$ cat src/rtl/mem_access_unit.sv
`timescale 1ns/1ps
`default_nettype none
// ============================================================================
//  Module      : mem_access_unit
//  Description : MEM-stage load/store unit. Turns a latched load/store into a
//                word-aligned data-memory request with byte enables, waits
//                for dmem_ready (bounded by TIMEOUT), aligns and extends load
//                data, and flags misaligned, illegal and timed-out accesses.
//  Revision    : 1.0 - initial release
// ============================================================================
module mem_access_unit #(
    parameter int unsigned TIMEOUT = 255
) (
    input  logic        clk,
    input  logic        rst,          // asynchronous, active low
    input  logic        mem_read,
    input  logic        mem_write,
    input  logic [2:0]  mem_funct3,
    input  logic [31:0] mem_addr,
    input  logic [31:0] mem_wdata,
    output logic        dmem_req,
    output logic        dmem_we,
    output logic [3:0]  dmem_be,
    output logic [31:0] dmem_addr,
    output logic [31:0] dmem_wdata,
    input  logic        dmem_ready,
    input  logic [31:0] dmem_rdata,
    output logic [31:0] load_data,
    output logic        load_valid,
    output logic        mem_stall,
    output logic        err,
    output logic [1:0]  err_code
);

    localparam logic [31:0] c_TIMEOUT   = 32'(TIMEOUT);
    localparam logic [31:0] c_CNT_MAX   = 32'hFFFF_FFFF;

    localparam logic [1:0]  c_ERR_NONE  = 2'b00;
    localparam logic [1:0]  c_ERR_ALIGN = 2'b01;
    localparam logic [1:0]  c_ERR_ILLEG = 2'b10;
    localparam logic [1:0]  c_ERR_TOUT  = 2'b11;

    typedef enum logic [1:0] {
        ST_IDLE = 2'd0,
        ST_REQ  = 2'd1,
        ST_DONE = 2'd2
    } state_t;

    state_t       r_state;
    state_t       w_state_nxt;

    // Latched access, held stable for the whole request phase
    logic [31:0]  r_addr;
    logic [2:0]   r_funct3;
    logic         r_we;
    logic [31:0]  r_wdata;
    logic [31:0]  r_cnt;
    logic         r_timeout;
    logic [31:0]  r_load_data;

    logic         w_access;
    logic         w_illegal;
    logic         w_misaligned;
    logic         w_accept;
    logic         w_in_req;
    logic [31:0]  w_cnt_inc;
    logic         w_timeout_hit;
    logic [3:0]   w_be;
    logic [31:0]  w_wdata;
    logic [7:0]   w_byte;
    logic [15:0]  w_half;
    logic [31:0]  w_load_ext;

    // ------------------------------------------------------------------
    // Decode of the incoming access. funct3[1:0] is the size (byte, half,
    // word, reserved); funct3[2] selects zero-extension and only exists
    // for byte/half loads.
    // ------------------------------------------------------------------
    assign w_access     = mem_read | mem_write;
    assign w_illegal    = (mem_read & mem_write)
                        | (mem_funct3[1:0] == 2'b11)
                        | (mem_write & mem_funct3[2])
                        | (mem_read & mem_funct3[2] & (mem_funct3[1:0] == 2'b10));
    assign w_misaligned = ((mem_funct3[1:0] == 2'b01) & mem_addr[0])
                        | ((mem_funct3[1:0] == 2'b10) & (mem_addr[1:0] != 2'b00));
    assign w_accept     = w_access & ~w_illegal & ~w_misaligned;

    assign w_in_req      = (r_state == ST_REQ);
    assign w_cnt_inc     = (r_cnt == c_CNT_MAX) ? r_cnt : r_cnt + 32'd1;
    // Ready always wins over the timeout in the same cycle
    assign w_timeout_hit = ~dmem_ready & (w_cnt_inc >= c_TIMEOUT);

    // State register
    always_ff @(posedge clk or negedge rst) begin
        if (!rst) begin
            r_state <= ST_IDLE;
        end else begin
            r_state <= w_state_nxt;
        end
    end

    // Next-state and control outputs; all forced low while reset is held
    always_comb begin
        w_state_nxt = r_state;
        mem_stall   = 1'b0;
        dmem_req    = 1'b0;
        load_valid  = 1'b0;
        err         = 1'b0;
        err_code    = c_ERR_NONE;
        if (rst) begin
            case (r_state)
                ST_IDLE: begin
                    if (w_accept) begin
                        mem_stall   = 1'b1;
                        w_state_nxt = ST_REQ;
                    end else if (w_access) begin
                        err      = 1'b1;
                        err_code = w_illegal ? c_ERR_ILLEG : c_ERR_ALIGN;
                    end
                end
                ST_REQ: begin
                    dmem_req  = 1'b1;
                    mem_stall = 1'b1;
                    if (dmem_ready || w_timeout_hit) begin
                        w_state_nxt = ST_DONE;
                    end
                end
                ST_DONE: begin
                    w_state_nxt = ST_IDLE;
                    if (r_timeout) begin
                        err      = 1'b1;
                        err_code = c_ERR_TOUT;
                    end else begin
                        load_valid = ~r_we;
                    end
                end
                default: begin
                    w_state_nxt = ST_IDLE;
                end
            endcase
        end
    end

    // Store lane encoding: byte enables shifted by the low address bits,
    // data replicated so every enabled lane carries the right bytes
    always_comb begin
        w_be    = 4'b1111;
        w_wdata = 32'd0;
        if (r_we) begin
            case (r_funct3[1:0])
                2'b00: begin
                    w_be    = 4'b0001 << r_addr[1:0];
                    w_wdata = {4{r_wdata[7:0]}};
                end
                2'b01: begin
                    w_be    = 4'b0011 << r_addr[1:0];
                    w_wdata = {2{r_wdata[15:0]}};
                end
                default: begin
                    w_be    = 4'b1111;
                    w_wdata = r_wdata;
                end
            endcase
        end
    end

    // Load lane selection and sign/zero extension of the returned word
    always_comb begin
        w_byte     = 8'd0;
        w_half     = r_addr[1] ? dmem_rdata[31:16] : dmem_rdata[15:0];
        w_load_ext = dmem_rdata;
        case (r_addr[1:0])
            2'b00:   w_byte = dmem_rdata[7:0];
            2'b01:   w_byte = dmem_rdata[15:8];
            2'b10:   w_byte = dmem_rdata[23:16];
            default: w_byte = dmem_rdata[31:24];
        endcase
        case (r_funct3)
            3'b000:  w_load_ext = {{24{w_byte[7]}}, w_byte};
            3'b001:  w_load_ext = {{16{w_half[15]}}, w_half};
            3'b100:  w_load_ext = {24'd0, w_byte};
            3'b101:  w_load_ext = {16'd0, w_half};
            default: w_load_ext = dmem_rdata;
        endcase
    end

    // Access latch, wait counter and load result register
    always_ff @(posedge clk or negedge rst) begin
        if (!rst) begin
            r_addr      <= 32'd0;
            r_funct3    <= 3'd0;
            r_we        <= 1'b0;
            r_wdata     <= 32'd0;
            r_cnt       <= 32'd0;
            r_timeout   <= 1'b0;
            r_load_data <= 32'd0;
        end else begin
            case (r_state)
                ST_IDLE: begin
                    if (w_accept) begin
                        r_addr    <= mem_addr;
                        r_funct3  <= mem_funct3;
                        r_we      <= mem_write;
                        r_wdata   <= mem_wdata;
                        r_cnt     <= 32'd0;
                        r_timeout <= 1'b0;
                    end
                end
                ST_REQ: begin
                    if (dmem_ready) begin
                        if (!r_we) begin
                            r_load_data <= w_load_ext;
                        end
                    end else if (w_timeout_hit) begin
                        r_timeout   <= 1'b1;
                        r_load_data <= 32'd0;
                    end else begin
                        r_cnt <= w_cnt_inc;
                    end
                end
                ST_DONE: begin
                    r_timeout <= 1'b0;
                end
                default: begin
                    r_timeout <= 1'b0;
                end
            endcase
        end
    end

    // Bus fields are only driven while a request is outstanding
    assign dmem_we    = w_in_req & r_we;
    assign dmem_be    = w_in_req ? w_be : 4'd0;
    assign dmem_addr  = w_in_req ? {r_addr[31:2], 2'b00} : 32'd0;
    assign dmem_wdata = w_in_req ? w_wdata : 32'd0;
    assign load_data  = r_load_data;

endmodule
`default_nettype wire
$ cat config.mk
export PLATFORM = sky130hd
export DESIGN_NAME = mem_access_unit
export DESIGN_NICKNAME = d
export VERILOG_FILES = /design/src/rtl/mem_access_unit.sv
export SDC_FILE = /design/constraint.sdc
export NUM_CORES = 1
export LEC_CHECK = 0
export CORE_ASPECT_RATIO = 0.9
export CORE_UTILIZATION = 44
export DETAILED_ROUTE_END_ITERATION = 12
export GPL_ROUTABILITY_DRIVEN = 0
export PLACE_DENSITY = 0.77
export SETUP_SLACK_MARGIN = 0.3
export SLEW_MARGIN = 20
export SYNTH_ARGS = -nofsm -noshare
export SYNTH_HDL_FRONTEND = slang
export SYNTH_SLANG_ARGS = --single-unit
$ cat constraint.sdc
create_clock -name clk -period 3.3 [get_ports clk]
set_input_delay 0.825 -clock clk [delete_from_list [all_inputs] [get_ports clk]]
set_output_delay 0.825 -clock clk [all_outputs]
set_load 0.05 [all_outputs]
Yosys cells after proc, flatten, opt, wreduce, memory -nomap -nowiden
Cells that the tools add are included.
{ "classes": {"n_reduce_logical": 13, "shift": 2, "n_mux": 44, "n_lt_le_gt_ge": 1, "n_eq_ne": 18, "add_sub_neg": 1, "n_bitwise": 19} }
{ "op_table": {"columns": ["cell", "count"], "rows": [
  ["2-to-1 mux 32 bit", 10],
  ["case mux 32 bit (2 select lines)", 2],
  ["case mux 32 bit (4 select lines)", 1],
  ["adder 32 x 1 -> 32 bit, second input constant", 1],
  ["equality test 32 bit, second input constant", 1],
  [">= comparator 32 x 8 -> 1 bit, second input constant", 1],
  ["case mux 8 bit (3 select lines)", 1],
  ["2-to-1 mux 16 bit", 1],
  ["2-to-1 mux 1 bit", 14],
  ["2-to-1 mux 2 bit", 7],
  ["bitwise AND 1 bit", 10],
  ["AND reduction 3 bit", 3],
  ["equality test 2 x 1 -> 1 bit, second input constant", 4],
  ["equality test 2 bit, second input constant", 4],
  ["2-to-1 mux 4 bit", 2],
  ["inequality test 2 bit, second input constant", 4],
  ["case mux 2 bit (2 select lines)", 2],
  ["case mux 4 bit (2 select lines)", 1],
  ["equality test 3 bit, second input constant", 2],
  ["zero test 2 bit", 3],
  ["case mux 1 bit (2 select lines)", 3],
  ["nonzero test 2 bit", 3],
  ["OR 1 bit", 5],
  ["inequality test 2 x 1 -> 1 bit, second input constant", 2],
  ["8 further kinds", 11]
]} }
{ "totals": {"elab_cells": 106, "regBits": 135} }

Longest topological paths before layout
{ "logic_depth": {"word_depth": 10, "ltp_mapped": 12} }

Least setup slack after synthesis
OpenSTA, ideal clock, no wires.
{ "synth_path": {"path_kind": "flip-flop to flip-flop", "from": "register r_cnt[0]", "to": "register r_load_data[22] (netlist: load_data[22])", "setup_slack_ns": 0.130, "path_stages_with_launch": 12, "arrival_time_ns": 3.091, "cell_sequence": "dfrtp_1 -> ha_1 -> nand4_1 -> nor4_2 -> and3_1 -> or4_1 -> nand4_2 -> or4_1 -> buf_6 -> o21ai_4 -> buf_6 -> o2bb2ai_2"} }
{ "synth_via": {"elab_chain_len": 6} }
{ "synth_lines": {"columns": ["item", "line_no", "text"], "rows": [
  ["start: declaration", "57", "logic [31:0] r_cnt;"],
  ["start signal: assignment", "218", "r_cnt <= w_cnt_inc;"],
  ["adder 32 x 1 -> 32 bit / equality test 32 bit (equally long branches)", "89", "assign w_cnt_inc = (r_cnt == c_CNT_MAX) ? r_cnt : r_cnt + 32'd1;"],
  ["2-to-1 mux 32 bit *", "89", null],
  [">= comparator 32 x 8 -> 1 bit *", "91", "assign w_timeout_hit = ~dmem_ready & (w_cnt_inc >= c_TIMEOUT);"],
  ["bitwise AND 1 bit *", "91", null],
  ["nonzero test 2 bit (no source line) *", null, null],
  ["AND reduction 3 bit (no source line) *", null, null],
  ["end signal: assignment", "212", "r_load_data <= w_load_ext;"],
  ["end: declaration", "59", "logic [31:0] r_load_data;"]
]} }
Every way passes the cells marked *; elsewhere a longest branch is shown, timed or not.
A chain may end at the register's enable or synchronous reset.

Final worst setup path
{ "layout_path": {"from": "register r_cnt[0]", "to": "register r_load_data[19] (netlist: load_data[19])"} }
The elaborated chain is that of the path after synthesis.

==> impl_metrics.tcl <==
set metrics [dict create \
    synthTopCellsByArea "dfrtp_1 44%, nand2_1 12%, and3_1 3.6%" \
    final_area_um2 11500 \
    syn_area_per_cell_um2 8.32 \
    grt_usage_pct 27.7 \
    yosys_warnings 0 \
    hp-class "reg2reg" \
    final.fill_count 1309 \
    hold_violations 0 \
    routed_wl_mm 25.2 \
    power.density_nw_per_um2 841 \
    seq_area_um2 3380 \
    r2r_slack_ns 0.15 \
    grt-ovfl-total 0 \
    yosys.area.top_type "dfrtp_1" \
    timing.final.ws_setup_ns 0.155 \
    fmax_ghz 0.318 \
    grt_max_degree 109 \
    dp_hpwl_mm 16.9 \
    ios 211 \
    arrival_ns 3.49 \
    root_buffer "clkbuf_16" \
    firstDrtPassIters 6 \
    via_per_inst 5.64 \
    start_kind "flip-flop" \
    cts_max_level 4 \
    die_y_um 127 \
    clk_pin_slew_worst_paths_ns 0.07 \
    mostFrequentLayoutCell "nand2_1" \
    finalPower_mw 9.65 \
    rsz0062_at_grt "yes" \
    ff2ff_path_depth 12 \
    period_share_pct 95.3 \
    tightest_slew_ns 0.646 \
    first_global_vias 7448 \
    diodes 0 \
    fin_crit_ns 3.15 \
    cts_hold_buf 0 \
    final_nets 1262 \
    maxCapViolations 0 \
    num_rows 45 \
    ctsLongestPathBuffers 2 \
    slew_violations 0 \
    async_flop_share_pct 100 \
    die_w_um 141 \
    r2r_end "load_data[19]$_DFFE_PN0P_" \
    grt_pass1_wl_mm 38.9 \
    clock_latency_ns 0.42 \
    cts.sinks 135 \
    power_leakage_nw 5.39 \
    drive_above_1_share_pct 21.3 \
    ys_types 64 \
    numCtsBuffers 17 \
    maxSlewHeadroom_pct 56.9 \
    die_area_um2 18000 \
    initial_core_util_pct 45.3 \
    required_ns 3.64 \
    synth_edf_count 0 \
    area_growth_pct 49.3 \
    cts_tree "yes" \
    wl_per_cell_um 17.9 \
    finClkSkew_ns 0.0103 \
    end_kind "flip-flop" \
    drtIter0Drc 754 \
    setup_violations 0 \
    status "complete, no violations" \
    ys.flop_type "dfrtp_1" \
    antenna_left 0 \
    ys_seq_area_share_pct 44.0 \
    yosys.area.top_type_share_pct 44.0 \
    timing.hold.ws_ns 0.466 \
    post-place-ws_ns -0.130 \
    via_count 7925 \
    worstPathMaxFanout 16 \
    synthCells 923 \
    grt_antenna_before_repair 1 \
    crit_type "reg2reg" \
    syn_area_um2 7680 \
    coreArea_um2 16900 \
    multi_input_area_um2 4150 \
    irDropWorstVdd_mv 0.475 \
    crit_start "r_cnt[0]$_DFFE_PN0P_" \
    post_dp_cell_area_um2 10600 \
    final_cell_mix "247 x nand2_1, 130 x dfrtp_1, 127 x clkdlybuf4s50_1" \
    route.detailed.drc 0 \
    r2r-start "r_cnt[0]$_DFFE_PN0P_" \
    port_buffers 208 \
    ys_seq_elements 135 \
    crit_end "load_data[19]$_DFFE_PN0P_" \
]
[worst min path at each step]
stage | cells past startpoint | startpoint | endpoint
2_1_floorplan | 2 | r_addr[10]$_DFFE_PN0P_ | r_addr[10]$_DFFE_PN0P_
5_1_grt | 2 | rst | r_addr[29]$_DFFE_PN0P_
6_report | 2 | r_addr[10]$_DFFE_PN0P_ | r_addr[10]$_DFFE_PN0P_
3_3_place_gp | 2 | r_addr[16]$_DFFE_PN0P_ | r_addr[16]$_DFFE_PN0P_
3_5_place_dp | 2 | r_addr[11]$_DFFE_PN0P_ | r_addr[11]$_DFFE_PN0P_
4_1_cts | 2 | r_addr[10]$_DFFE_PN0P_ | r_addr[10]$_DFFE_PN0P_
[per-stage QoR]
| step | setup TNS (ns) | util, % | instances |
|---|---|---|---|
| after CTS | 0 | 66.4 | 1395 |
| final | 0 | 67.7 | 1405 |
| after detailed placement | -0.251 | 62.3 | 1357 |
| after global routing | 0 | 67.7 | 1405 |
| after floorplan | 0 | - | 924 |
| after global placement | -0.120 | 62.3 | 1357 |
[power breakdown]
group	internal (mW)	switching [mW]	total (mW)
logic	1.87	3.18	5.05
clock network	0.997	0.830	1.83
registers	2.25	0.518	2.77
[final cells by class]
cell class	count	area share, %
clock buffer	18	3.74
clock inverter	14	1.15
inverter	32	1.05
multi-input combinational	692	36.2
sequential	135	29.5
tap	235	2.56
timing repair buffer	279	25.8
[worst max-delay path, cell delays in order (launching register included)]
cell and delay, ns:
dfrtp_1 0.40, ha_4 0.19, nand4_1 0.14, buf_6 0.18, nor4_4 0.39, o2111ai_2 0.19, a221oi_1 0.29, nand4_1 0.19
or4_4 0.48, buf_6 0.17, o21ai_4 0.14, buf_12 0.17, o2bb2ai_1 0.12
[cells by family (layout without fill, tap and decap cells)]
kind of cell / Yosys count / after routing / synth area share, %
DFF: 135 / 135 / 44.0
buffers and inverters: 97 / 343 / 5.13
AOI/OAI and AO/OA: 177 / 177 / 16.7
adders and majority gates: 1 / 1 / 0.163
xor gates and xnor gates: 5 / 5 / 0.570
other: 1 / 2 / 0.0488
and+or+nand+nor: 477 / 477 / 29.2
muxes: 30 / 30 / 4.17
[layer usage]
layer	vias up	wire length [µm]	global-route usage, %	part of all wire [%]
met2	384	11500	41.7	45
met4	2	612	9.27	2.4
met5	-	13	0	0.052
met1	3810	10500	36.5	41
met3	64	2670	10.8	11
li1	3665	-	-	-
[sequential cells by signal (all words and copies together), names as in the netlist]
signal     flops
r_timeout      1
r_we           1
r_funct3       3
load_data     32
r_state        2
r_wdata       32
r_addr        32
r_cnt         32
[synthesized netlist by cell type, types with 9 or more instances]
cell and instances:
a21oi_1 47, inv_1 32, nor3_1 22, nand2_1 250, a221oi_1 9, and3_1 44, dfrtp_1 135, and2_1 38
o2bb2ai_2 10, a31oi_1 12, clkbuf_1 55, nand4_1 11, nor2_1 49, nand3_1 15, nor2b_1 16, o21ai_0 37
mux2i_1 26
[timing repair]
item	CTS	global route
buffers inserted	6	9
pin swaps	6	13
cloned	0	1
setup endpoints to repair	37	87
gates resized for setup	26	53
Note: power is estimated with default switching activity, not from simulation.
